File: config.mk
export PLATFORM = sky130hd
export DESIGN_NAME = dmem_arbiter
export DESIGN_NICKNAME = d
export VERILOG_FILES = /design/src/rtl/dmem_pkg.sv /design/src/rtl/dmem_arbiter_rr_arb2.sv /design/src/rtl/dmem_arbiter.sv
export SDC_FILE = /design/constraint.sdc
export NUM_CORES = 1
export LEC_CHECK = 0
export CORE_AREA = 5 5 112 114
export CTS_BUF_LIST = sky130_fd_sc_hd__clkbuf_2
export DETAILED_ROUTE_END_ITERATION = 7
export DIE_AREA = 0 0 117 119
export PLACE_DENSITY = 0.79
export SYNTH_ARGS = -nofsm -noshare
export SYNTH_HDL_FRONTEND = slang
export SYNTH_HIERARCHICAL = 1
export SYNTH_SLANG_ARGS = --single-unit
File: constraint.sdc
create_clock -name CLK -period 4.3 [get_ports CLK]
set_input_delay 1.29 -clock CLK [delete_from_list [all_inputs] [get_ports CLK]]
set_output_delay 1.29 -clock CLK [all_outputs]
set_load 0.02 [all_outputs]
File: src/rtl/dmem_pkg.sv
// Shared definitions for the data-memory arbiter slice.
//   state_e : arbiter FSM states (IDLE / ACCESS / RESP)
//   port_e  : requester identifier (A = CPU LSU, B = DMA/loader)
//   RW_*    : memory RW encodings
//   MEM_WORDS_DEF : default memory depth in 32-bit words
package dmem_pkg;

    typedef enum logic [1:0] {
        ST_IDLE   = 2'd0,
        ST_ACCESS = 2'd1,
        ST_RESP   = 2'd2
    } state_e;

    typedef enum logic {
        PORT_A = 1'b0,
        PORT_B = 1'b1
    } port_e;

    localparam logic RW_READ  = 1'b0;
    localparam logic RW_WRITE = 1'b1;

    localparam int unsigned MEM_WORDS_DEF = 1024;

endpackage

File: src/rtl/dmem_arbiter_rr_arb2.sv
// Two-input grant logic with a round-robin pointer register.
//   clk_i, rst_i  : clock, synchronous active-high reset (pointer -> A)
//   req_a_i/b_i   : eligible requests
//   update_i      : a grant taken this cycle advances the pointer
//   gnt_o         : some request is granted
//   gnt_port_o    : which port wins
// FIXED_PRI=1 makes A win every contention; the pointer is then ignored.
module rr_arb2
    import dmem_pkg::*;
#(
    parameter bit FIXED_PRI = 1'b0
) (
    input  logic  clk_i,
    input  logic  rst_i,
    input  logic  req_a_i,
    input  logic  req_b_i,
    input  logic  update_i,
    output logic  gnt_o,
    output port_e gnt_port_o
);

    port_e ptr_q, ptr_d;

    always_comb begin
        gnt_o      = req_a_i | req_b_i;
        gnt_port_o = PORT_A;
        if (req_a_i && req_b_i) begin
            gnt_port_o = FIXED_PRI ? PORT_A : ptr_q;
        end else if (req_b_i) begin
            gnt_port_o = PORT_B;
        end
    end

    // After a grant the pointer names the port that lost (or did not ask).
    always_comb begin
        ptr_d = ptr_q;
        if (update_i && gnt_o) begin
            ptr_d = (gnt_port_o == PORT_A) ? PORT_B : PORT_A;
        end
    end

    always_ff @(posedge clk_i) begin
        if (rst_i) begin
            ptr_q <= PORT_A;
        end else begin
            ptr_q <= ptr_d;
        end
    end

endmodule

File: src/rtl/dmem_arbiter.sv
// Arbiter sharing one word-addressed data-memory port between requester A
// (CPU load/store unit) and requester B (DMA/loader).
//   CLK, RST             : clock, synchronous active-high reset
//   A_REQ/ADDR/RW/WD     : A request, byte address, 1=write, write data
//   A_ACK/ERR/RD         : one-cycle done pulse, out-of-range flag, read data
//   B_*                  : same set for requester B
//   MEM_ADDR/RW/WD       : driven only during the ACCESS cycle, else zero
//   MEM_RD               : combinational memory read data
// Each access takes IDLE/RESP -> ACCESS -> RESP(ack); the RESP cycle hands
// the memory straight to the other port if it is requesting.
module dmem_arbiter
    import dmem_pkg::*;
#(
    parameter int unsigned DATA_W    = 32,
    parameter int unsigned ADDR_W    = 32,
    parameter int unsigned MEM_WORDS = MEM_WORDS_DEF,
    parameter bit          FIXED_PRI = 1'b0
) (
    input  logic              CLK,
    input  logic              RST,
    input  logic              A_REQ,
    input  logic [ADDR_W-1:0] A_ADDR,
    input  logic              A_RW,
    input  logic [DATA_W-1:0] A_WD,
    output logic              A_ACK,
    output logic              A_ERR,
    output logic [DATA_W-1:0] A_RD,
    input  logic              B_REQ,
    input  logic [ADDR_W-1:0] B_ADDR,
    input  logic              B_RW,
    input  logic [DATA_W-1:0] B_WD,
    output logic              B_ACK,
    output logic              B_ERR,
    output logic [DATA_W-1:0] B_RD,
    output logic [ADDR_W-1:0] MEM_ADDR,
    output logic              MEM_RW,
    output logic [DATA_W-1:0] MEM_WD,
    input  logic [DATA_W-1:0] MEM_RD
);

    localparam int unsigned HI_LSB = 2 + $clog2(MEM_WORDS);

    state_e state_q, state_d;
    port_e  gnt_q, gnt_d;

    logic   arb_req_a, arb_req_b, arb_update, arb_gnt;
    port_e  arb_port;

    logic [ADDR_W-1:0] sel_addr;
    logic              sel_rw;
    logic [DATA_W-1:0] sel_wd;
    logic              addr_err;
    logic              in_access;
    logic              done_a, done_b;

    logic              a_ack_q, b_ack_q, a_err_q, b_err_q;
    logic [DATA_W-1:0] a_rd_q, b_rd_q;

    // Only fresh arbitration from IDLE consumes a round-robin turn; the
    // RESP hand-off to the waiting port is forced and leaves the pointer.
    rr_arb2 #(
        .FIXED_PRI (FIXED_PRI)
    ) u_arb (
        .clk_i      (CLK),
        .rst_i      (RST),
        .req_a_i    (arb_req_a),
        .req_b_i    (arb_req_b),
        .update_i   (arb_update),
        .gnt_o      (arb_gnt),
        .gnt_port_o (arb_port)
    );

    always_comb begin
        state_d    = state_q;
        gnt_d      = gnt_q;
        arb_req_a  = 1'b0;
        arb_req_b  = 1'b0;
        arb_update = 1'b0;
        case (state_q)
            ST_IDLE: begin
                arb_req_a  = A_REQ;
                arb_req_b  = B_REQ;
                arb_update = 1'b1;
                if (arb_gnt) begin
                    gnt_d   = arb_port;
                    state_d = ST_ACCESS;
                end
            end
            ST_ACCESS: begin
                state_d = ST_RESP;
            end
            ST_RESP: begin
                // The port being acked is not eligible; only the other may follow.
                if (gnt_q == PORT_A ? B_REQ : A_REQ) begin
                    gnt_d   = (gnt_q == PORT_A) ? PORT_B : PORT_A;
                    state_d = ST_ACCESS;
                end else begin
                    state_d = ST_IDLE;
                end
            end
            default: begin
                state_d = ST_IDLE;
            end
        endcase
    end

    always_comb begin
        sel_addr = (gnt_q == PORT_B) ? B_ADDR : A_ADDR;
        sel_rw   = (gnt_q == PORT_B) ? B_RW   : A_RW;
        sel_wd   = (gnt_q == PORT_B) ? B_WD   : A_WD;
    end

    generate
        if (ADDR_W > HI_LSB) begin : g_range
            assign addr_err = |sel_addr[ADDR_W-1:HI_LSB];
        end else begin : g_norange
            assign addr_err = 1'b0;
        end
    endgenerate

    assign in_access = (state_q == ST_ACCESS) && !RST;
    assign MEM_RW    = in_access && (sel_rw == RW_WRITE) && !addr_err;
    assign MEM_ADDR  = in_access ? sel_addr : '0;
    assign MEM_WD    = in_access ? sel_wd   : '0;

    assign done_a = (state_q == ST_ACCESS) && (gnt_q == PORT_A);
    assign done_b = (state_q == ST_ACCESS) && (gnt_q == PORT_B);

    always_ff @(posedge CLK) begin
        if (RST) begin
            state_q <= ST_IDLE;
            gnt_q   <= PORT_A;
            a_ack_q <= 1'b0;
            b_ack_q <= 1'b0;
            a_err_q <= 1'b0;
            b_err_q <= 1'b0;
            a_rd_q  <= '0;
            b_rd_q  <= '0;
        end else begin
            state_q <= state_d;
            gnt_q   <= gnt_d;
            a_ack_q <= done_a;
            b_ack_q <= done_b;
            a_err_q <= done_a && addr_err;
            b_err_q <= done_b && addr_err;
            // Writes leave the RD register alone (MEM_RD floats during a write).
            if (done_a) begin
                if (addr_err) begin
                    a_rd_q <= '0;
                end else if (sel_rw == RW_READ) begin
                    a_rd_q <= MEM_RD;
                end
            end
            if (done_b) begin
                if (addr_err) begin
                    b_rd_q <= '0;
                end else if (sel_rw == RW_READ) begin
                    b_rd_q <= MEM_RD;
                end
            end
        end
    end

    assign A_ACK = a_ack_q;
    assign A_ERR = a_err_q;
    assign A_RD  = a_rd_q;
    assign B_ACK = b_ack_q;
    assign B_ERR = b_err_q;
    assign B_RD  = b_rd_q;

endmodule

==> PnR_summary.wiki, run 1 <==
{| class="wikitable"
! Metric !! Value
|-
| Run status || completed
|-
| Number of synthesized flops with an enable pin || 0
|-
| Vias per cell || 4.932
|-
| Worst hold stages || 1
|-
| DRC errors left || 0
|-
| Die Width || 117 µm
|-
| Filler Cells Inserted || 929
|-
| Core box area || 11320 µm²
|-
| Largest voltage drop on the vdd net || 0.1474 mV
|-
| Count of buffer and inverter cells on the critical path || 3
|-
| Destination of the worst hold path || A_RD[28]$_SDFFE_PP0P_
|-
| Effective utilization at floorplan || between 30% and 40%
|-
| Post-synthesis instance total || 358
|-
| Post-synthesis share of cell area spent on and, or, nand and nor gates || 14.77%
|-
| Most common cell after layout, fill and taps aside || sky130_fd_sc_hd__clkdlybuf4s50_1
|-
| Top cell type's share of synthesized area || 41.41%
|-
| Number of buffers created by CTS || 9
|-
| Routability-driven placement congestion ratio || 0.8843
|-
| Crit path DAT || 2.99 ns
|-
| Critical Path Most Common Cell || sky130_fd_sc_hd__clkdlybuf4s50_1
|-
| PnR worst setup slack || 0.02460 ns
|-
| Via count of the first global-routing pass || between 4000 and 5000
|-
| Pins Over Slew Limit || 0
|-
| Overall track demand over capacity in global routing || about a fifth
|-
| Overall via count from detail_route || 3990
|-
| Critical Path RT || 3.01 ns
|-
| First DRT Iteration DRCs || about 290
|-
| Worst slack on hold paths || 0.5109 ns
|-
| Delay-heaviest family, CP || buffers and inverters
|-
| RSZ-0062 raised after global routing || false
|-
| Hold Violations, Final || 0
|-
| Number of cells after detailed placement || about 790
|-
| Clock root buffer || sky130_fd_sc_hd__clkbuf_2
|-
| Reg2reg start || gnt_q$_SDFFE_PP0P_
|-
| Power Dens Cells || 263.6 nW/µm²
|-
| Share of the yosys chip area belonging to registers || 41.41%
|-
| Synth area leader || sky130_fd_sc_hd__dfxtp_1
|-
| Power share of the sequential group || 38.9%
|-
| Maximum count of clock buffers along a single path || 2
|-
| Ys async rst share || 0%
|-
| Fraction of power spent switching nets || 30.27%
|-
| Depth of the worst register-to-register path || 6
|-
| Synth-to-layout area growth || 98.09%
|-
| Final setup violation count || 0
|-
| Capture point of the worst reg-to-reg path || A_RD[25]$_SDFFE_PP0P_
|-
| Top library cells by usage in the layout, fill and taps aside || 296 x sky130_fd_sc_hd__clkdlybuf4s50_1, 72 x sky130_fd_sc_hd__nor2_1, 71 x sky130_fd_sc_hd__dfxtp_1
|-
| Slowest cell on the critical path || sky130_fd_sc_hd__clkdlybuf4s50_1
|-
| Design Power || roughly 1.8 mW
|-
| Clk Latency, worst-skew pair || 0.49 ns
|-
| Xor and xnor fraction of the mapped netlist area || 0%
|-
| Classification of the worst-slack hold path || register to register
|-
| GR Overflow Total || 0
|-
| Leakage power total || around 2.6 nW
|-
| Per-cell routed wire length || 19.04 µm
|-
| Clock tree from TritonCTS || done
|-
| Final-stage net count || 827
|-
| DR pass1 iterations || 4
|-
| Main combinational cell family by area after synthesis || multiplexers
|-
| Syn. warnings || 6
|-
| Top FF cell, synth || sky130_fd_sc_hd__dfxtp_1
|-
| Adder-cell share of the synthesized area || 0%
|-
| Total negative slack || 0 ns
|-
| Most area-consuming cells after synthesis || sky130_fd_sc_hd__dfxtp_1 41%, sky130_fd_sc_hd__mux2i_1 19%, sky130_fd_sc_hd__a22o_1 16%
|-
| Diodes inserted || 0
|-
| Worst Max-Slew Pin Slew || just under 0.8 ns
|-
| Sw power || 0.5503 mW
|-
| Mapped Area || roughly 3500 µm²
|-
| Maximum cell stage delay along the critical path || about 0.64 ns
|-
| Synthesized Nets || 524
|-
| Post-place setup slack || -0.4916 ns
|-
| Hold_sp || A_RD[28]$_SDFFE_PP0P_
|-
| Number of register bits inferred by synthesis || 72
|-
| Clock Sinks || 72
|-
| Chip height || roughly 120 µm
|-
| Clock transition at the registers of the reported paths || 0.20 ns
|-
| Relative slew margins || 48.20%
|-
| CP Max Fanout || 42
|-
| Max cap viols || 0
|-
| Unique cell type count in the Yosys netlist || 37
|-
| Area of combinational cells with multiple inputs || 1869 µm²
|-
| Mux cell area share after synthesis || 19.02%
|-
| H-Tree Level Count || 3
|-
| Share of the clock period used by the worst path after layout || 99.43%
|-
| Non-filler instance count after layout || 809
|-
| Type of the setup path with the least slack || input pin to output pin
|-
| Setup slack of the most critical reg-to-reg path || 1.73 ns
|-
| Antenna violations before repair || 0
|-
| Count of nets left with antenna violations after detail routing || 0
|-
| Fraction of layout cells with a size suffix above 1 || 8.258%
|-
| Synthesized area per cell || 9.723 µm²
|-
| Maximum number of pins on one net before global-route repair || 43
|-
| Placement Rows || 39
|-
| Hold Buf Count CTS || 0
|-
| Post-layout min period || roughly 4.3 ns
|-
| Share of the synthesized area in compound gates (AO/OA/AOI/OAI) || a little under a fifth
|-
| Sequence of cells on the critical path || clkdlybuf4s50_1, nand2b_2, buf_12, nor2_1, clkdlybuf4s50_1
|-
| Wirelength, routed || approximately 15000 µm
|-
| Maximum clock rate || 233.9 MHz
|-
| Sort of element at the start of the critical path || input pin
|-
| Port Buffers || 298
|-
| HPWL after DPL || between 10000 and 15000 µm
|-
| Power share of the combinational group || 32.4%
|-
| First-pass GRT wire length || 22950 µm
|-
| Setup Skew || ~0.018 ns
|-
| Number of top-level design ports || 299
|-
| Internal power || 1.268 mW
|-
| Clock group share of total power || 28.7%
|-
| Endpoint class of the critical path || output pin
|-
| Seq. cell area || 1445 µm²
|-
| Area of the die || 13920 µm²
|}
[cells by family (layout without fill, tap and decap cells)]
kind of cell,count (synthesis),in the layout
mux,66,66
buf+inv,32,340
simple gates,111,111
flops,72,72
compound gates,77,77
[power by group through the flow]
stage / clock network, mW / logic, mW / registers, mW
finish: 0.522 / 0.589 / 0.707
global placement: 0 / 0.575 / 0.718
floorplan: 0 / 0.304 / 0.699
CTS: 0.534 / 0.590 / 0.706
detailed placement: 0 / 0.585 / 0.719
global route: 0.570 / 0.625 / 0.711
[stage by stage]
step | util (%) | cell area, µm²
final | 60.91 | 6895
after global routing | 60.91 | 6895
after CTS | 60.78 | 6880
after detailed placement | 59.04 | 6684
after global placement | 59.04 | 6684
after floorplan | - | 3481
[flip-flops by register name, summed over array words and instances (netlist names)]
register     count
state_q          2
A_ERR            1
A_ACK            1
B_ERR            1
gnt_q            1
B_RD            32
u_arb/ptr_q      1
B_ACK            1
A_RD            32
[final cells by class]
cell class	count	area share (%)
repair buffers	321	46.67
multi-input cells	254	27.11
flip-flops and latches	72	20.96
well taps	143	2.595
clock inverters	7	1.851
clock buffers	9	0.6532
inverters	3	0.1633
[worst register-to-register path, delay by kind of cell, from the launching register on]
kind	cells	cell delay, ns
simple gates	4	1.46
flops	1	0.67
compound gates	1	0.26
buf+inv	1	0.13
[repair_timing]
item,CTS,global route
pin swaps,2,2
resized for setup,9,4
setup endpoints to repair,1,2
setup buffers,1,0
gates cloned,0,0
[worst max path at each step]
stage,start,to,cells past startpoint
detailed placement,B_ADDR[16],MEM_RW,8
CTS,B_ADDR[19],MEM_RW,8
global route,RST,MEM_ADDR[5],5
floorplan,RST,MEM_WD[10],5
global placement,B_ADDR[16],MEM_RW,8
finish,RST,MEM_ADDR[26],5
[routing by layer]
layer  routed length [µm]  track usage, %  vias up
met5                    0               0        -
met4                  375           6.380        0
met3                 1214           5.426       29
met1                 5882           23.78     1863
met2                 7929           38.12      187
li1                     -               -     1911
[Yosys cell counts (2+ instances only)]
cell type and instances:
sky130_fd_sc_hd__a21bo_1 2, sky130_fd_sc_hd__a21oi_1 3, sky130_fd_sc_hd__a22o_1 62, sky130_fd_sc_hd__and2_1 4
sky130_fd_sc_hd__and3_1 2, sky130_fd_sc_hd__buf_1 3, sky130_fd_sc_hd__buf_2 13, sky130_fd_sc_hd__buf_6 9
sky130_fd_sc_hd__clkbuf_1 4, sky130_fd_sc_hd__dfxtp_1 72, sky130_fd_sc_hd__inv_1 3, sky130_fd_sc_hd__mux2i_1 65
sky130_fd_sc_hd__nand2_1 3, sky130_fd_sc_hd__nand2b_1 2, sky130_fd_sc_hd__nand3_1 5, sky130_fd_sc_hd__nand4_1 2
sky130_fd_sc_hd__nor2_1 72, sky130_fd_sc_hd__nor2b_1 2, sky130_fd_sc_hd__nor3_1 5, sky130_fd_sc_hd__nor4_1 7
sky130_fd_sc_hd__o21ai_0 2
Note: power is estimated with default switching activity, not from simulation.
==> run 2, diff against run 1 <==
--- a/config.mk
+++ b/config.mk
@@ -16 +16,2 @@
 export SYNTH_SLANG_ARGS = --single-unit
+export TNS_END_PERCENT = 20
==> constraint.sdc (replaced) <==
create_clock -name CLK -period 4.3 [get_ports CLK]
set_input_delay 0.86 -clock CLK [delete_from_list [all_inputs] [get_ports CLK]]
set_output_delay 0.86 -clock CLK [all_outputs]
set_load 0.02 [all_outputs]
==> PnR_summary.wiki, run 2 (synthesized netlist as in run 1, its figures left out) <==
{| class="wikitable"
! Metric !! Value
|-
| Port Buffers || 298
|-
| Clock tree from TritonCTS || done
|-
| Largest voltage drop on the vdd net || 0.1589 mV
|-
| Reg2reg start || gnt_q$_SDFFE_PP0P_
|-
| Number of buffers created by CTS || 9
|-
| Endpoint class of the critical path || output pin
|-
| Die Width || between 100 and 150 µm
|-
| Run status || completed
|-
| Diodes inserted || 0
|-
| Number of cells after detailed placement || approximately 800
|-
| Area of combinational cells with multiple inputs || 1838 µm²
|-
| Sort of element at the start of the critical path || input pin
|-
| GR Overflow Total || 0
|-
| Classification of the worst-slack hold path || register to register
|-
| Max cap viols || 0
|-
| Relative slew margins || roughly two fifths
|-
| Maximum clock rate || 245.7 MHz
|-
| Depth of the worst register-to-register path || 5
|-
| Seq. cell area || 1445 µm²
|-
| Vias per cell || a little under 5
|-
| Clk Latency, worst-skew pair || around 0.45 ns
|-
| Top library cells by usage in the layout, fill and taps aside || 298 x sky130_fd_sc_hd__clkdlybuf4s50_1, 72 x sky130_fd_sc_hd__nor2_1, 71 x sky130_fd_sc_hd__dfxtp_1
|-
| Final setup violation count || 0
|-
| Setup slack of the most critical reg-to-reg path || 1.77 ns
|-
| # Post-CTS Setup Buffers || 0
|-
| Post-layout min period || 4.069 ns
|-
| Design Power || 1.750 mW
|-
| Most common cell after layout, fill and taps aside || sky130_fd_sc_hd__clkdlybuf4s50_1
|-
| Overall track demand over capacity in global routing || 20.53%
|-
| Per-cell routed wire length || 18.90 µm
|-
| Pins Over Slew Limit || 0
|-
| H-Tree Level Count || 3
|-
| DR pass1 iterations || 4
|-
| Worst Max-Slew Pin Slew || 0.9140 ns
|-
| Synth-to-layout area growth || 91.59%
|-
| Routability-driven placement congestion ratio || 0.8847
|-
| Core box area || around 11000 µm²
|-
| Setup Skew || ~0.024 ns
|-
| Capture point of the worst reg-to-reg path || A_RD[30]$_SDFFE_PP0P_
|-
| Effective utilization at floorplan || 30.75%
|-
| Number of top-level design ports || 299
|-
| HPWL after DPL || 12090 µm
|-
| Leakage power total || 2.449 nW
|-
| Crit path DAT || between 3 and 4 ns
|-
| Overall via count from detail_route || 3899
|-
| Area of the die || around 14000 µm²
|-
| First-pass GRT wire length || 22430 µm
|-
| Filler Cells Inserted || a little under 1000
|-
| Clock transition at the registers of the reported paths || 0.18 ns
|-
| Type of the setup path with the least slack || input pin to output pin
|-
| Clock root buffer || sky130_fd_sc_hd__clkbuf_2
|-
| Worst Setup SP || A_ADDR[12]
|-
| Timing endpoint of the critical path || MEM_RW
|-
| Fraction of layout cells with a size suffix above 1 || 4.769%
|-
| Hold Violations, Final || 0
|-
| Total negative slack || 0 ns
|-
| DRC errors left || 0
|-
| Share of the clock period used by the worst path after layout || 94.63%
|-
| CP Max Fanout || 5
|-
| Maximum count of clock buffers along a single path || 2
|-
| Antenna violations before repair || 0
|-
| First DRT Iteration DRCs || 208
|-
| Maximum number of pins on one net before global-route repair || between 40 and 50
|-
| Placement Rows || 39
|-
| Final-stage net count || 812
|-
| Clock Sinks || 72
|-
| Power Dens Cells || 262.5 nW/µm²
|-
| Count of nets left with antenna violations after detail routing || 0
|-
| Critical Path RT || roughly 3.4 ns
|-
| Via count of the first global-routing pass || 4189
|-
| # resized after CTS || 0
|-
| Wirelength, routed || about 15000 µm
|-
| RSZ-0062 raised after global routing || false
|-
| Hold Buf Count CTS || 0
|-
| Non-filler instance count after layout || 793
|-
| Chip height || 119 µm
|}
run 2: changes by cell type in the layout (fill, tap and decap cells not counted), sizes merged:
cell	change
inv	-1
dlymetal6s2s	-1
buf	-16
clkdlybuf4s50	+2
run 2: where the power goes:
| part | internal, mW | switching [mW] |
|---|---|---|
| registers | 0.678 | 0.0148 |
| logic | 0.315 | 0.264 |
| clock network | 0.247 | 0.231 |
| total | 1.24 | 0.510 |
run 2: critical path, stage by stage:
cell                              delay [ns]
sky130_fd_sc_hd__clkdlybuf4s50_1        0.44
sky130_fd_sc_hd__nor4_1                 0.48
sky130_fd_sc_hd__nand4_1                0.24
sky130_fd_sc_hd__nand2_1                0.19
sky130_fd_sc_hd__and2_1                 0.21
sky130_fd_sc_hd__and3_1                 0.18
sky130_fd_sc_hd__clkdlybuf4s50_1        0.61
run 2: how the worst min path moves through the flow:
stage	endpoint	cells past startpoint	from
6_report	B_RD[25]$_SDFFE_PP0P_	1	B_RD[25]$_SDFFE_PP0P_
5_1_grt	A_RD[29]$_SDFFE_PP0P_	1	A_RD[29]$_SDFFE_PP0P_
4_1_cts	B_RD[30]$_SDFFE_PP0P_	1	B_RD[30]$_SDFFE_PP0P_
3_5_place_dp	B_RD[7]$_SDFFE_PP0P_	1	B_RD[7]$_SDFFE_PP0P_
3_3_place_gp	A_RD[9]$_SDFFE_PP0P_	1	A_RD[9]$_SDFFE_PP0P_
2_1_floorplan	A_ACK$_SDFF_PP0_	1	gnt_q$_SDFFE_PP0P_
run 2: area by class of cell:
type,instances,area share [%]
clock inverters,6,1.614
clock buffers,9,0.6754
well taps,143,2.683
repair buffers,306,45.63
inverters,3,0.1689
multi-input cells,254,27.56
flip-flops and latches,72,21.67
run 2: metrics by stage:
step / hold slack, ns / worst slack [ns] / cell area (µm²) / util (%)
global placement: 0.4603 / 0.2819 / 6516 / 57.56
CTS: 0.5071 / 0.2363 / 6669 / 58.91
floorplan: 0.4474 / 1.504 / 3481 / -
global route: 0.5217 / 0.07719 / 6669 / 58.91
finish: 0.5030 / 0.2308 / 6669 / 58.91
detailed placement: 0.4627 / 0.2482 / 6516 / 57.56
run 2: metal layers:
metal / global-route usage [%] / part of all wire [%] / vias to the layer above
met5: 0 / 0 / -
met4: 7.742 / 3.4 / 0
met3: 7.454 / 9.9 / 38
met2: 36.10 / 50 / 196
met1: 22.21 / 36 / 1780
li1: - / - / 1885
